**config.mk**
```make
export PLATFORM = sky130hd
export DESIGN_NAME = i2cmb_cmd_seq
export DESIGN_NICKNAME = d
export VERILOG_FILES = /design/src/rtl/i2cmb_pkg.sv /design/src/rtl/i2cmb_wb_access.sv /design/src/rtl/i2cmb_cmd_seq.sv
export SDC_FILE = /design/constraint.sdc
export NUM_CORES = 1
export LEC_CHECK = 0
export BUFFER_PORTS_ARGS = -buffer_cell sky130_fd_sc_hd__clkbuf_2
export CAP_MARGIN = 15
export CORE_MARGIN = 10
export CORE_UTILIZATION = 55
export DETAILED_ROUTE_END_ITERATION = 6
export HOLD_SLACK_MARGIN = 0.08
export PLACE_DENSITY = 0.8
export SLEW_MARGIN = 20
export SYNTH_ARGS = -nofsm -noshare
export SYNTH_HDL_FRONTEND = slang
export SYNTH_SLANG_ARGS = --single-unit
export TNS_END_PERCENT = 50
```
**constraint.sdc**
```tcl
create_clock -name clk_i -period 2.5 [get_ports clk_i]
set_clock_uncertainty 0.2 [all_clocks]
set_input_delay 0.125 -clock clk_i [delete_from_list [all_inputs] [get_ports clk_i]]
set_output_delay 0.125 -clock clk_i [all_outputs]
set_load 0.005 [all_outputs]
```
**src/rtl/i2cmb_pkg.sv**
```systemverilog
// Shared definitions for the I2C master-block command sequencer: register map,
// CMDR command codes, CMDR status bit positions and the sequencer state enum.
package i2cmb_pkg;

    localparam logic [1:0] REG_CSR  = 2'd0;
    localparam logic [1:0] REG_DPR  = 2'd1;
    localparam logic [1:0] REG_CMDR = 2'd2;

    localparam logic [2:0] CMD_WRITE    = 3'b001;
    localparam logic [2:0] CMD_READ_ACK = 3'b010;
    localparam logic [2:0] CMD_READ_NAK = 3'b011;
    localparam logic [2:0] CMD_START    = 3'b100;
    localparam logic [2:0] CMD_STOP     = 3'b101;
    localparam logic [2:0] CMD_SET_BUS  = 3'b110;

    localparam int STAT_DON = 7;
    localparam int STAT_NAK = 6;
    localparam int STAT_AL  = 5;
    localparam int STAT_ERR = 4;

    localparam logic [7:0] CSR_ENABLE = 8'hC0;

    localparam logic [1:0] ST_OK  = 2'd0;
    localparam logic [1:0] ST_NAK = 2'd1;
    localparam logic [1:0] ST_AL  = 2'd2;
    localparam logic [1:0] ST_ERR = 2'd3;

    typedef enum logic [3:0] {
        INIT, IDLE, SETBUS, START, ADDR, WR_LOAD, WR_CMD,
        RD_CMD, RD_DPR, WAIT_IRQ, STAT, STOP, DONE
    } state_t;

    // A CMDR readback with no status bit set is treated as an error.
    function automatic logic [1:0] decode_status(input logic [7:0] cmdr);
        if (cmdr[STAT_AL])       return ST_AL;
        else if (cmdr[STAT_ERR]) return ST_ERR;
        else if (cmdr[STAT_NAK]) return ST_NAK;
        else if (cmdr[STAT_DON]) return ST_OK;
        else                     return ST_ERR;
    endfunction

endpackage

```
**src/rtl/i2cmb_wb_access.sv**
```systemverilog
// Single Wishbone access engine: latches one request on start_i, holds the bus
// stable until ack_i, then drops cyc/stb and pulses done_o with captured data.
module i2cmb_wb_access #(
    parameter int AW = 2,
    parameter int DW = 8
) (
    input  logic          clk_i,
    input  logic          rst_i,
    input  logic          start_i,
    input  logic          we_i,
    input  logic [AW-1:0] adr_i,
    input  logic [DW-1:0] wdat_i,
    output logic          done_o,
    output logic [DW-1:0] rdata_o,
    output logic          cyc_o,
    output logic          stb_o,
    output logic          we_o,
    output logic [AW-1:0] adr_o,
    output logic [DW-1:0] dat_o,
    input  logic [DW-1:0] dat_i,
    input  logic          ack_i
);

    logic          r_cyc;
    logic          r_we;
    logic [AW-1:0] r_adr;
    logic [DW-1:0] r_dat;
    logic          r_done;
    logic [DW-1:0] r_rdata;

    // start_i is only honoured while idle, so cyc stays low for at least the
    // cycle in which done_o is high.
    always_ff @(posedge clk_i) begin
        if (rst_i) begin
            r_cyc   <= 1'b0;
            r_we    <= 1'b0;
            r_adr   <= '0;
            r_dat   <= '0;
            r_done  <= 1'b0;
            r_rdata <= '0;
        end else begin
            r_done <= 1'b0;
            if (r_cyc) begin
                if (ack_i) begin
                    r_cyc   <= 1'b0;
                    r_done  <= 1'b1;
                    r_rdata <= dat_i;
                end
            end else if (start_i) begin
                r_cyc <= 1'b1;
                r_we  <= we_i;
                r_adr <= adr_i;
                r_dat <= wdat_i;
            end
        end
    end

    assign cyc_o   = r_cyc;
    assign stb_o   = r_cyc;
    assign we_o    = r_we;
    assign adr_o   = r_adr;
    assign dat_o   = r_dat;
    assign done_o  = r_done;
    assign rdata_o = r_rdata;

endmodule

```
**src/rtl/i2cmb_cmd_seq.sv**
```systemverilog
// Transaction sequencer for an I2C master block: turns one read/write request
// into the set-bus / start / address / data / stop register command sequence.
module i2cmb_cmd_seq
    import i2cmb_pkg::*;
#(
    parameter int WB_ADDR_WIDTH  = 2,
    parameter int WB_DATA_WIDTH  = 8,
    parameter int I2C_ADDR_WIDTH = 7,
    parameter int LEN_WIDTH      = 6
) (
    input  logic                      clk_i,
    input  logic                      rst_i,
    input  logic                      req_valid_i,
    output logic                      req_ready_o,
    input  logic                      req_op_i,
    input  logic [3:0]                req_bus_i,
    input  logic [I2C_ADDR_WIDTH-1:0] req_addr_i,
    input  logic [LEN_WIDTH-1:0]      req_len_i,
    input  logic                      wdata_valid_i,
    output logic                      wdata_ready_o,
    input  logic [7:0]                wdata_i,
    output logic                      rdata_valid_o,
    output logic [7:0]                rdata_o,
    output logic                      done_o,
    output logic [1:0]                status_o,
    output logic                      cyc_o,
    output logic                      stb_o,
    output logic                      we_o,
    output logic [WB_ADDR_WIDTH-1:0]  adr_o,
    output logic [WB_DATA_WIDTH-1:0]  dat_o,
    input  logic [WB_DATA_WIDTH-1:0]  dat_i,
    input  logic                      ack_i,
    input  logic                      irq_i,
    output state_t                    dbg_state_o
);

    // Handshakes: req_* is taken on a cycle with req_valid_i & req_ready_o;
    // a write byte is taken on a cycle with wdata_valid_i & wdata_ready_o;
    // rdata_valid_o and done_o are one-cycle pulses with no backpressure.

    state_t                      r_state;
    state_t                      r_cmd_state;
    logic                        r_busy;
    logic                        r_step;
    logic                        r_op;
    logic [3:0]                  r_bus;
    logic [I2C_ADDR_WIDTH-1:0]   r_addr;
    logic [LEN_WIDTH-1:0]        r_cnt;
    logic [7:0]                  r_wbyte;
    logic [1:0]                  r_status;
    logic                        r_rvalid;
    logic [7:0]                  r_rdata;

    logic                        w_acc_req;
    logic                        w_acc_we;
    logic [WB_ADDR_WIDTH-1:0]    w_acc_adr;
    logic [WB_DATA_WIDTH-1:0]    w_acc_dat;
    logic                        w_start;
    logic                        w_done;
    logic [WB_DATA_WIDTH-1:0]    w_rdata;
    logic [1:0]                  w_code;
    logic                        w_last;

    assign w_last = (r_cnt == LEN_WIDTH'(1));

    // Two-access states use r_step: 0 = DPR write, 1 = CMDR write.
    always_comb begin
        w_acc_req = 1'b0;
        w_acc_we  = 1'b1;
        w_acc_adr = WB_ADDR_WIDTH'(REG_CMDR);
        w_acc_dat = '0;
        case (r_state)
            INIT: begin
                w_acc_req = 1'b1;
                w_acc_adr = WB_ADDR_WIDTH'(REG_CSR);
                w_acc_dat = WB_DATA_WIDTH'(CSR_ENABLE);
            end
            SETBUS: begin
                w_acc_req = 1'b1;
                w_acc_adr = r_step ? WB_ADDR_WIDTH'(REG_CMDR) : WB_ADDR_WIDTH'(REG_DPR);
                w_acc_dat = r_step ? WB_DATA_WIDTH'(CMD_SET_BUS) : WB_DATA_WIDTH'(r_bus);
            end
            START: begin
                w_acc_req = 1'b1;
                w_acc_dat = WB_DATA_WIDTH'(CMD_START);
            end
            ADDR: begin
                w_acc_req = 1'b1;
                w_acc_adr = r_step ? WB_ADDR_WIDTH'(REG_CMDR) : WB_ADDR_WIDTH'(REG_DPR);
                w_acc_dat = r_step ? WB_DATA_WIDTH'(CMD_WRITE) : WB_DATA_WIDTH'({r_addr, r_op});
            end
            WR_CMD: begin
                w_acc_req = 1'b1;
                w_acc_adr = r_step ? WB_ADDR_WIDTH'(REG_CMDR) : WB_ADDR_WIDTH'(REG_DPR);
                w_acc_dat = r_step ? WB_DATA_WIDTH'(CMD_WRITE) : WB_DATA_WIDTH'(r_wbyte);
            end
            RD_CMD: begin
                w_acc_req = 1'b1;
                w_acc_dat = w_last ? WB_DATA_WIDTH'(CMD_READ_NAK) : WB_DATA_WIDTH'(CMD_READ_ACK);
            end
            RD_DPR: begin
                w_acc_req = 1'b1;
                w_acc_we  = 1'b0;
                w_acc_adr = WB_ADDR_WIDTH'(REG_DPR);
            end
            STAT: begin
                w_acc_req = 1'b1;
                w_acc_we  = 1'b0;
            end
            STOP: begin
                w_acc_req = 1'b1;
                w_acc_dat = WB_DATA_WIDTH'(CMD_STOP);
            end
            default: ;
        endcase
    end

    assign w_start = w_acc_req & ~r_busy;
    assign w_code  = decode_status(w_rdata[7:0]);

    i2cmb_wb_access #(
        .AW (WB_ADDR_WIDTH),
        .DW (WB_DATA_WIDTH)
    ) u_wb (
        .clk_i   (clk_i),
        .rst_i   (rst_i),
        .start_i (w_start),
        .we_i    (w_acc_we),
        .adr_i   (w_acc_adr),
        .wdat_i  (w_acc_dat),
        .done_o  (w_done),
        .rdata_o (w_rdata),
        .cyc_o   (cyc_o),
        .stb_o   (stb_o),
        .we_o    (we_o),
        .adr_o   (adr_o),
        .dat_o   (dat_o),
        .dat_i   (dat_i),
        .ack_i   (ack_i)
    );

    always_ff @(posedge clk_i) begin
        if (rst_i) begin
            r_state     <= INIT;
            r_cmd_state <= INIT;
            r_busy      <= 1'b0;
            r_step      <= 1'b0;
            r_op        <= 1'b0;
            r_bus       <= '0;
            r_addr      <= '0;
            r_cnt       <= '0;
            r_wbyte     <= '0;
            r_status    <= ST_OK;
            r_rvalid    <= 1'b0;
            r_rdata     <= '0;
        end else begin
            r_rvalid <= 1'b0;
            if (w_start) r_busy <= 1'b1;
            case (r_state)
                INIT: if (w_done) begin
                    r_busy  <= 1'b0;
                    r_state <= IDLE;
                end
                IDLE: if (req_valid_i) begin
                    r_op     <= req_op_i;
                    r_bus    <= req_bus_i;
                    r_addr   <= req_addr_i;
                    r_cnt    <= req_len_i;
                    r_status <= ST_OK;
                    r_step   <= 1'b0;
                    r_state  <= SETBUS;
                end
                SETBUS, ADDR, WR_CMD: if (w_done) begin
                    r_busy <= 1'b0;
                    r_step <= ~r_step;
                    if (r_step) begin
                        r_cmd_state <= r_state;
                        r_state     <= WAIT_IRQ;
                    end
                end
                START, RD_CMD, STOP: if (w_done) begin
                    r_busy      <= 1'b0;
                    r_cmd_state <= r_state;
                    r_state     <= WAIT_IRQ;
                end
                WR_LOAD: if (wdata_valid_i) begin
                    r_wbyte <= wdata_i;
                    r_state <= WR_CMD;
                end
                WAIT_IRQ: if (irq_i) r_state <= STAT;
                STAT: if (w_done) begin
                    r_busy <= 1'b0;
                    if (r_cmd_state == STOP) begin
                        // A failure already recorded outranks the stop's own result.
                        r_status <= (r_status != ST_OK) ? r_status : w_code;
                        r_state  <= DONE;
                    end else if (w_code == ST_AL) begin
                        r_status <= ST_AL;
                        r_state  <= DONE;
                    end else if (w_code != ST_OK) begin
                        r_status <= w_code;
                        r_state  <= STOP;
                    end else begin
                        case (r_cmd_state)
                            SETBUS:  r_state <= START;
                            START:   r_state <= ADDR;
                            ADDR: begin
                                if (r_cnt == '0) r_state <= STOP;
                                else if (r_op)   r_state <= RD_CMD;
                                else             r_state <= WR_LOAD;
                            end
                            WR_CMD: begin
                                r_cnt   <= r_cnt - LEN_WIDTH'(1);
                                r_state <= w_last ? STOP : WR_LOAD;
                            end
                            RD_CMD:  r_state <= RD_DPR;
                            default: r_state <= STOP;
                        endcase
                    end
                end
                RD_DPR: if (w_done) begin
                    r_busy   <= 1'b0;
                    r_rvalid <= 1'b1;
                    r_rdata  <= w_rdata[7:0];
                    r_cnt    <= r_cnt - LEN_WIDTH'(1);
                    r_state  <= w_last ? STOP : RD_CMD;
                end
                DONE:    r_state <= IDLE;
                default: r_state <= INIT;
            endcase
        end
    end

    assign req_ready_o   = (r_state == IDLE);
    assign wdata_ready_o = (r_state == WR_LOAD);
    assign done_o        = (r_state == DONE);
    assign status_o      = (r_state == DONE) ? r_status : ST_OK;
    assign rdata_valid_o = r_rvalid;
    assign rdata_o       = r_rdata;
    assign dbg_state_o   = r_state;

endmodule

```
Yosys cells after proc, flatten, opt, wreduce, memory -nomap -nowiden
Index checks and enable logic that the tools add are counted.
{"block": "word_totals", "register_bits": 68, "inputBits": 40, "out_inout_bits": 31}
{"block": "classes", "addsub": 1, "n_eq_ne": 35, "n_mux": 62, "bitwise": 5, "n_reduce_logical": 24}
{"operator": "$mux W4", "n": 19}
{"operator": "$pmux W8 S7", "n": 1}
{"operator": "$mux W6", "n": 7}
{"operator": "$pmux W4 S9", "n": 1}
{"operator": "$eq A4 B3 Y1 const B", "n": 7}
{"operator": "$mux W2", "n": 13}
{"operator": "$eq A4 B4 Y1 const B", "n": 6}
{"operator": "$pmux W4 S5", "n": 1}
{"operator": "$pmux W6 S3", "n": 1}
{"operator": "$eq A4 B2 Y1 const B", "n": 4}
{"operator": "$mux W8", "n": 2}
{"operator": "$ne A2 B1 Y1 const B", "n": 7}
{"operator": "$mux W1", "n": 13}
{"operator": "$ne A2 B2 Y1 const B", "n": 6}
{"operator": "$reduce_and A2 Y1", "n": 5}
{"operator": "$reduce_bool A2 Y1", "n": 5}
{"operator": "$reduce_and A9 Y1", "n": 1}
{"operator": "$reduce_or A9 Y1", "n": 1}
{"operator": "$pmux W4 S2", "n": 1}
{"operator": "$reduce_and A8 Y1", "n": 1}
{"operator": "$eq A6 B1 Y1 const B", "n": 1}
{"operator": "$logic_not A6 Y1", "n": 1}
{"operator": "$pmux W2 S3", "n": 1}
{"operator": "$reduce_or A2 Y1", "n": 3}
{"operator": "15 further kinds", "n": 19}

Logic depth before layout (Yosys ltp)
{"block": "logic_depth", "word_depth": 10, "ltp_mapped": 8, "mapped_depth_nobuf": 6}

Hierarchy
From an unflattened synthesis, not the netlist that was laid out.
{"block": "unflattened", "cells_unflattened": 426, "hier_area_um2": 3697.3}
{"module": "i2cmb_cmd_seq", "instances": 1, "cells_each": 332, "area_each_um2": 2743.9}
{"module": "i2cmb_wb_access", "instances": 1, "cells_each": 94, "area_each_um2": 953.4}

Worst setup path after synthesis
OpenSTA, ideal clock, no wires.
{"block": "synth_timing", "path_type": "reg-to-reg", "from": "reg u_wb.r_rdata[5], in the netlist u_wb.rdata_o[5]", "to": "reg r_cnt[0]", "setup_ns": 0.074, "arrival_time_ns": 1.673, "t_required_ns": 2.226, "path_slack_ns": 0.553, "stages_incl_launch_ff": 6, "period_less_slack_ns": 1.947, "cell_sequence": "dfxtp_1 > or4b_4 > nor3_2 > o21ai_2 > or3_1 > a31oi_1"}
{"block": "synth_between", "elab_chain_len": 4}
{"item": "from (decl)", "line": "i2cmb_wb_access.sv:29", "rtl": "logic [DW-1:0] r_rdata;"}
{"item": "from (signal assigned)", "line": "i2cmb_wb_access.sv:47", "rtl": "r_rdata <= dat_i;"}
{"item": "$mux W2 *", "line": "i2cmb_pkg.sv:35", "rtl": "if (cmdr[STAT_AL]) return ST_AL;"}
{"item": "$eq A2 B2 Y1 or $reduce_bool A2 Y1 (tied branches)", "line": "i2cmb_cmd_seq.sv:197, i2cmb_cmd_seq.sv:200"}
{"item": "$ne A2 B2 Y1 (no source line)"}
{"item": "$reduce_and A8 Y1 (no source line) *"}
{"item": "to (signal assigned)", "line": "i2cmb_cmd_seq.sv:168", "rtl": "r_cnt <= req_len_i;"}
{"item": "to (signal assigned)", "line": "i2cmb_cmd_seq.sv:213", "rtl": "r_cnt <= r_cnt - LEN_WIDTH'(1);"}
{"item": "to (signal assigned)", "line": "i2cmb_cmd_seq.sv:225", "rtl": "r_cnt <= r_cnt - LEN_WIDTH'(1);"}
{"item": "to (decl)", "line": "i2cmb_cmd_seq.sv:48", "rtl": "logic [LEN_WIDTH-1:0] r_cnt;"}
Every way passes the cells marked *; elsewhere a longest branch is shown, timed or not.
A chain may end at the register's enable or synchronous reset.

Final worst setup path
{"block": "layout_timing", "from": "reg r_state[0], in the netlist dbg_state_o[0]", "to": "reg r_wbyte[4]"}
{"block": "layout_between", "elab_chain_len": 2}
{"item": "from (decl)", "line": "i2cmb_cmd_seq.sv:41", "rtl": "state_t r_state;"}
{"item": "from (signal assigned)", "line": "i2cmb_cmd_seq.sv:214", "rtl": "r_state <= w_last ? STOP : WR_LOAD;"}
{"item": "from (signal assigned)", "line": "i2cmb_cmd_seq.sv:226", "rtl": "r_state <= w_last ? STOP : RD_CMD;"}
{"item": "$eq A4 B3 Y1", "line": "i2cmb_cmd_seq.sv:159", "rtl": "case (r_state)"}
{"item": "$reduce_and A2 Y1 (no source line)"}
{"item": "to (signal assigned)", "line": "i2cmb_cmd_seq.sv:187", "rtl": "r_wbyte <= wdata_i;"}
{"item": "to (decl)", "line": "i2cmb_cmd_seq.sv:49", "rtl": "logic [7:0] r_wbyte;"}
No other way between the ends.

==> impl_metrics.env <==
export IMPL_status="finished, final reports clean"
export IMPL_vias=3617
export IMPL_ios=71
export IMPL_initial_core_util=0.570
export IMPL_grt_use_total=0.212
export IMPL_tightest_slew_ns=0.626
export IMPL_max_stage_delay_ns=0.58
export IMPL_die_w_um=98.8
export IMPL_async_flop_share=0
export IMPL_core_area_mm2=0.00599
export IMPL_n_antenna_cell=0
export IMPL_cts_made_buffers=9
export IMPL_postCtsSetupRepairBufs=0
export IMPL_worst_path_max_fanout=11
export IMPL_hpwl_um=6920
export IMPL_drtIter0Drc=313
export IMPL_period_share=0.920
export IMPL_critPathKind="reg -> reg"
export IMPL_clk_insertion_delay_late_ns=0.35
export IMPL_die_h_um=98.8
export IMPL_synth_fp_nets=464
export IMPL_critPathRequiredTime_ns=2.57
export IMPL_r2r_start="dbg_state_o[0]"
export IMPL_cap_violations=0
export IMPL_final_setup_viol_count=0
export IMPL_cts_clk_slew_worst_paths_ns=0.07
export IMPL_rows=28
export IMPL_fin_tns_setup_ns=0
export IMPL_clock_sinks=68
export IMPL_cts_buffer_depth=2
export IMPL_cp_depth=5
export IMPL_path_buf_inv=2
export IMPL_fin_ws_ns=0.199
export IMPL_ys_seq_area_frac=0.399
export IMPL_post_place_ws_ns=0.351
export IMPL_reg2reg_to="r_wbyte[4]"
export IMPL_ant_nets=0
export IMPL_crit_path_end_kind="flip-flop"
export IMPL_powerDensity_mw_per_mm2=655
export IMPL_synthCells=421
export IMPL_drc=0
export IMPL_hold_violations=0
export IMPL_gp_congestion=0.944
export IMPL_drt_wl_total_um=10600
export IMPL_cts_tree="done"
export IMPL_r2r_slack_ns=0.20
export IMPL_cts_root_buf="clkbuf_8"
export IMPL_maxSlewHeadroom=0.582
export IMPL_min_path_type="in -> reg"
export IMPL_grt_max_degree=31
export IMPL_drive_above_1_share=0.210
export IMPL_leakagePower_nw=1.86
export IMPL_path_cells="buf_4 > and3_2 > nand3_1 > dlygate4sd3_1 > a21oi_1"
export IMPL_crit_path_start="dbg_state_o[0]"
export IMPL_htree_num_levels=3
export IMPL_worstPathArrival_ns=2.37
export IMPL_peakVddDrop_v=0.000469
export IMPL_start_kind="flip-flop"
export IMPL_drt_vias_per_instance=5.86
export IMPL_avgRoutedWirePerCell_um=17.2
export IMPL_ys_ff_latch=68
export IMPL_r2r_cells=5
export IMPL_fin_nets=582
export IMPL_grt_pass1_wl_um=17000
export IMPL_grt_overflow=0
export IMPL_slowest_stage="dlygate4sd3_1"
export IMPL_yosys_warnings=0
export IMPL_dr_pass1_iters=6
export IMPL_netlist_area_mm2=0.00341
export IMPL_grt_antenna_before_repair=0
export IMPL_final_cell_mix="clkbuf_2, dfxtp_1, nand2_1"
export IMPL_syn_avg_cell_area_um2=8.11
export IMPL_fin_crit_ns=2.30
export IMPL_grt_pass1_vias=3491
export IMPL_die_area_mm2=0.00976
export IMPL_rsz0062_at_grt="no"
export IMPL_critPathTopFamily="buffers and inverters"
export IMPL_cp_endpoint="r_wbyte[4]"
export IMPL_drv_slew=0
export IMPL_clock_fmax_mhz=435
export IMPL_nFillCells=417
export IMPL_area_delta_synth_final_pct=32.4
export IMPL_ys_flop_type="dfxtp_1"
export IMPL_synth_distinct_cells=60
export IMPL_final_common_cell="clkbuf_2"
export IMPL_portBuffers=70
export IMPL_synth_edff_count=0
[worst min-delay path by stage]
stage | startpoint | to | slack [ns] | cells past startpoint
after detailed placement | req_addr_i[1] | r_addr[1] | 0.16 | 3
after global routing | req_valid_i | r_bus[1] | 0.24 | 5
after floorplan | req_addr_i[0] | r_addr[0] | 0.07 | 2
after global placement | req_addr_i[6] | r_addr[6] | 0.16 | 3
after CTS | req_valid_i | r_step | 0.18 | 5
final | req_valid_i | r_step | 0.20 | 5
[report_power, final]
group          leakage (nW)  switching [mW]  internal (mW)
Combinational          1.21           0.452          0.358
Clock                0.0983           0.402          0.503
Sequential            0.551          0.0827           1.16
[synth_stat cells (2+ instances only)]
library cell,number,area share
clkbuf_8,3,0.012
a221oi_1,4,0.010
a211oi_1,6,0.013
buf_2,5,0.0073
a31oi_1,3,0.0055
nor2_1,45,0.049
o22ai_1,3,0.0055
nor3b_1,5,0.011
nor2b_1,5,0.0092
and2_1,3,0.0055
a21oi_1,48,0.070
and3_1,5,0.0092
nor3_1,7,0.010
nand4_1,2,0.0037
a22oi_1,4,0.0088
buf_4,2,0.0044
o21ai_0,11,0.016
mux2_2,5,0.016
or2_2,2,0.0037
clkbuf_1,19,0.021
o21bai_1,2,0.0044
o31ai_1,2,0.0044
nand3b_1,2,0.0044
dfxtp_1,68,0.40
mux2i_1,22,0.064
buf_6,2,0.0066
nor4_1,4,0.0073
inv_1,5,0.0055
ha_1,3,0.011
o21a_1,4,0.0088
nand2_1,55,0.060
o2bb2ai_1,2,0.0051
nand2b_1,6,0.011
nand3_1,31,0.045
[tightest hold or removal path: cells and delay by family]
kind | cells | cell delay, ns
AND/OR/NAND/NOR | 2 | 0.22
buffers and inverters | 1 | 0.13
AO/OA/AOI/OAI | 2 | 0.22
[metrics by stage]
stage               total power [mW]  utilization  std cells  hold WS [ns]  cell area, µm²
finish                          2.96        0.755        617         0.198            4520
global route                    3.08        0.755        617         0.239            4520
detailed placement              1.99        0.636        551         0.164            3810
floorplan                       1.74            -        421        0.0689            3410
global placement                1.98        0.636        551         0.155            3810
CTS                             2.95        0.755        617         0.179            4520
[per-layer routing]
metal / track usage / share of wire / vias to the layer above
met3: 0.0622 / 0.080 / 25
li1: - / - / 1728
met5: 0 / 0 / -
met2: 0.349 / 0.48 / 172
met1: 0.251 / 0.41 / 1692
met4: 0.0871 / 0.024 / 0
[sequential cells by signal (all words and copies together), names as in the netlist, 2 cells and up, named ones only]
| signal | flops |
|---|---|
| u_wb.dat_o | 8 |
| u_wb.adr_o | 2 |
| u_wb.rdata_o | 8 |
| r_bus | 4 |
| r_addr | 7 |
| r_cmd_state | 4 |
| r_wbyte | 8 |
| r_cnt | 6 |
| r_status | 2 |
| dbg_state_o | 4 |
| rdata_o | 8 |
[cell families after synthesis]
family / synth area share
mux: 0.0810
fa+ha+maj: 0.0110
compound gates: 0.184
buf+inv: 0.0605
simple gates: 0.265
flops: 0.399
[what timing repair did]
item	CTS	global route
gates resized for setup	0	1
setup endpoints to repair	0	2
hold buffers	52	0
endpoints found under the hold margin	37	0
[area by class of cell]
class / count / area, µm² / share of cell area
clock buffer: 12 / 155 / 0.0343
clock inverter: 2 / 35.0 / 0.00775
inverter: 6 / 22.5 / 0.00498
multi-input combinational: 314 / 1850 / 0.409
sequential: 68 / 1360 / 0.301
tap: 75 / 93.8 / 0.0208
timing repair buffer: 140 / 1010 / 0.222
Power figures use the tool's default switching activity.
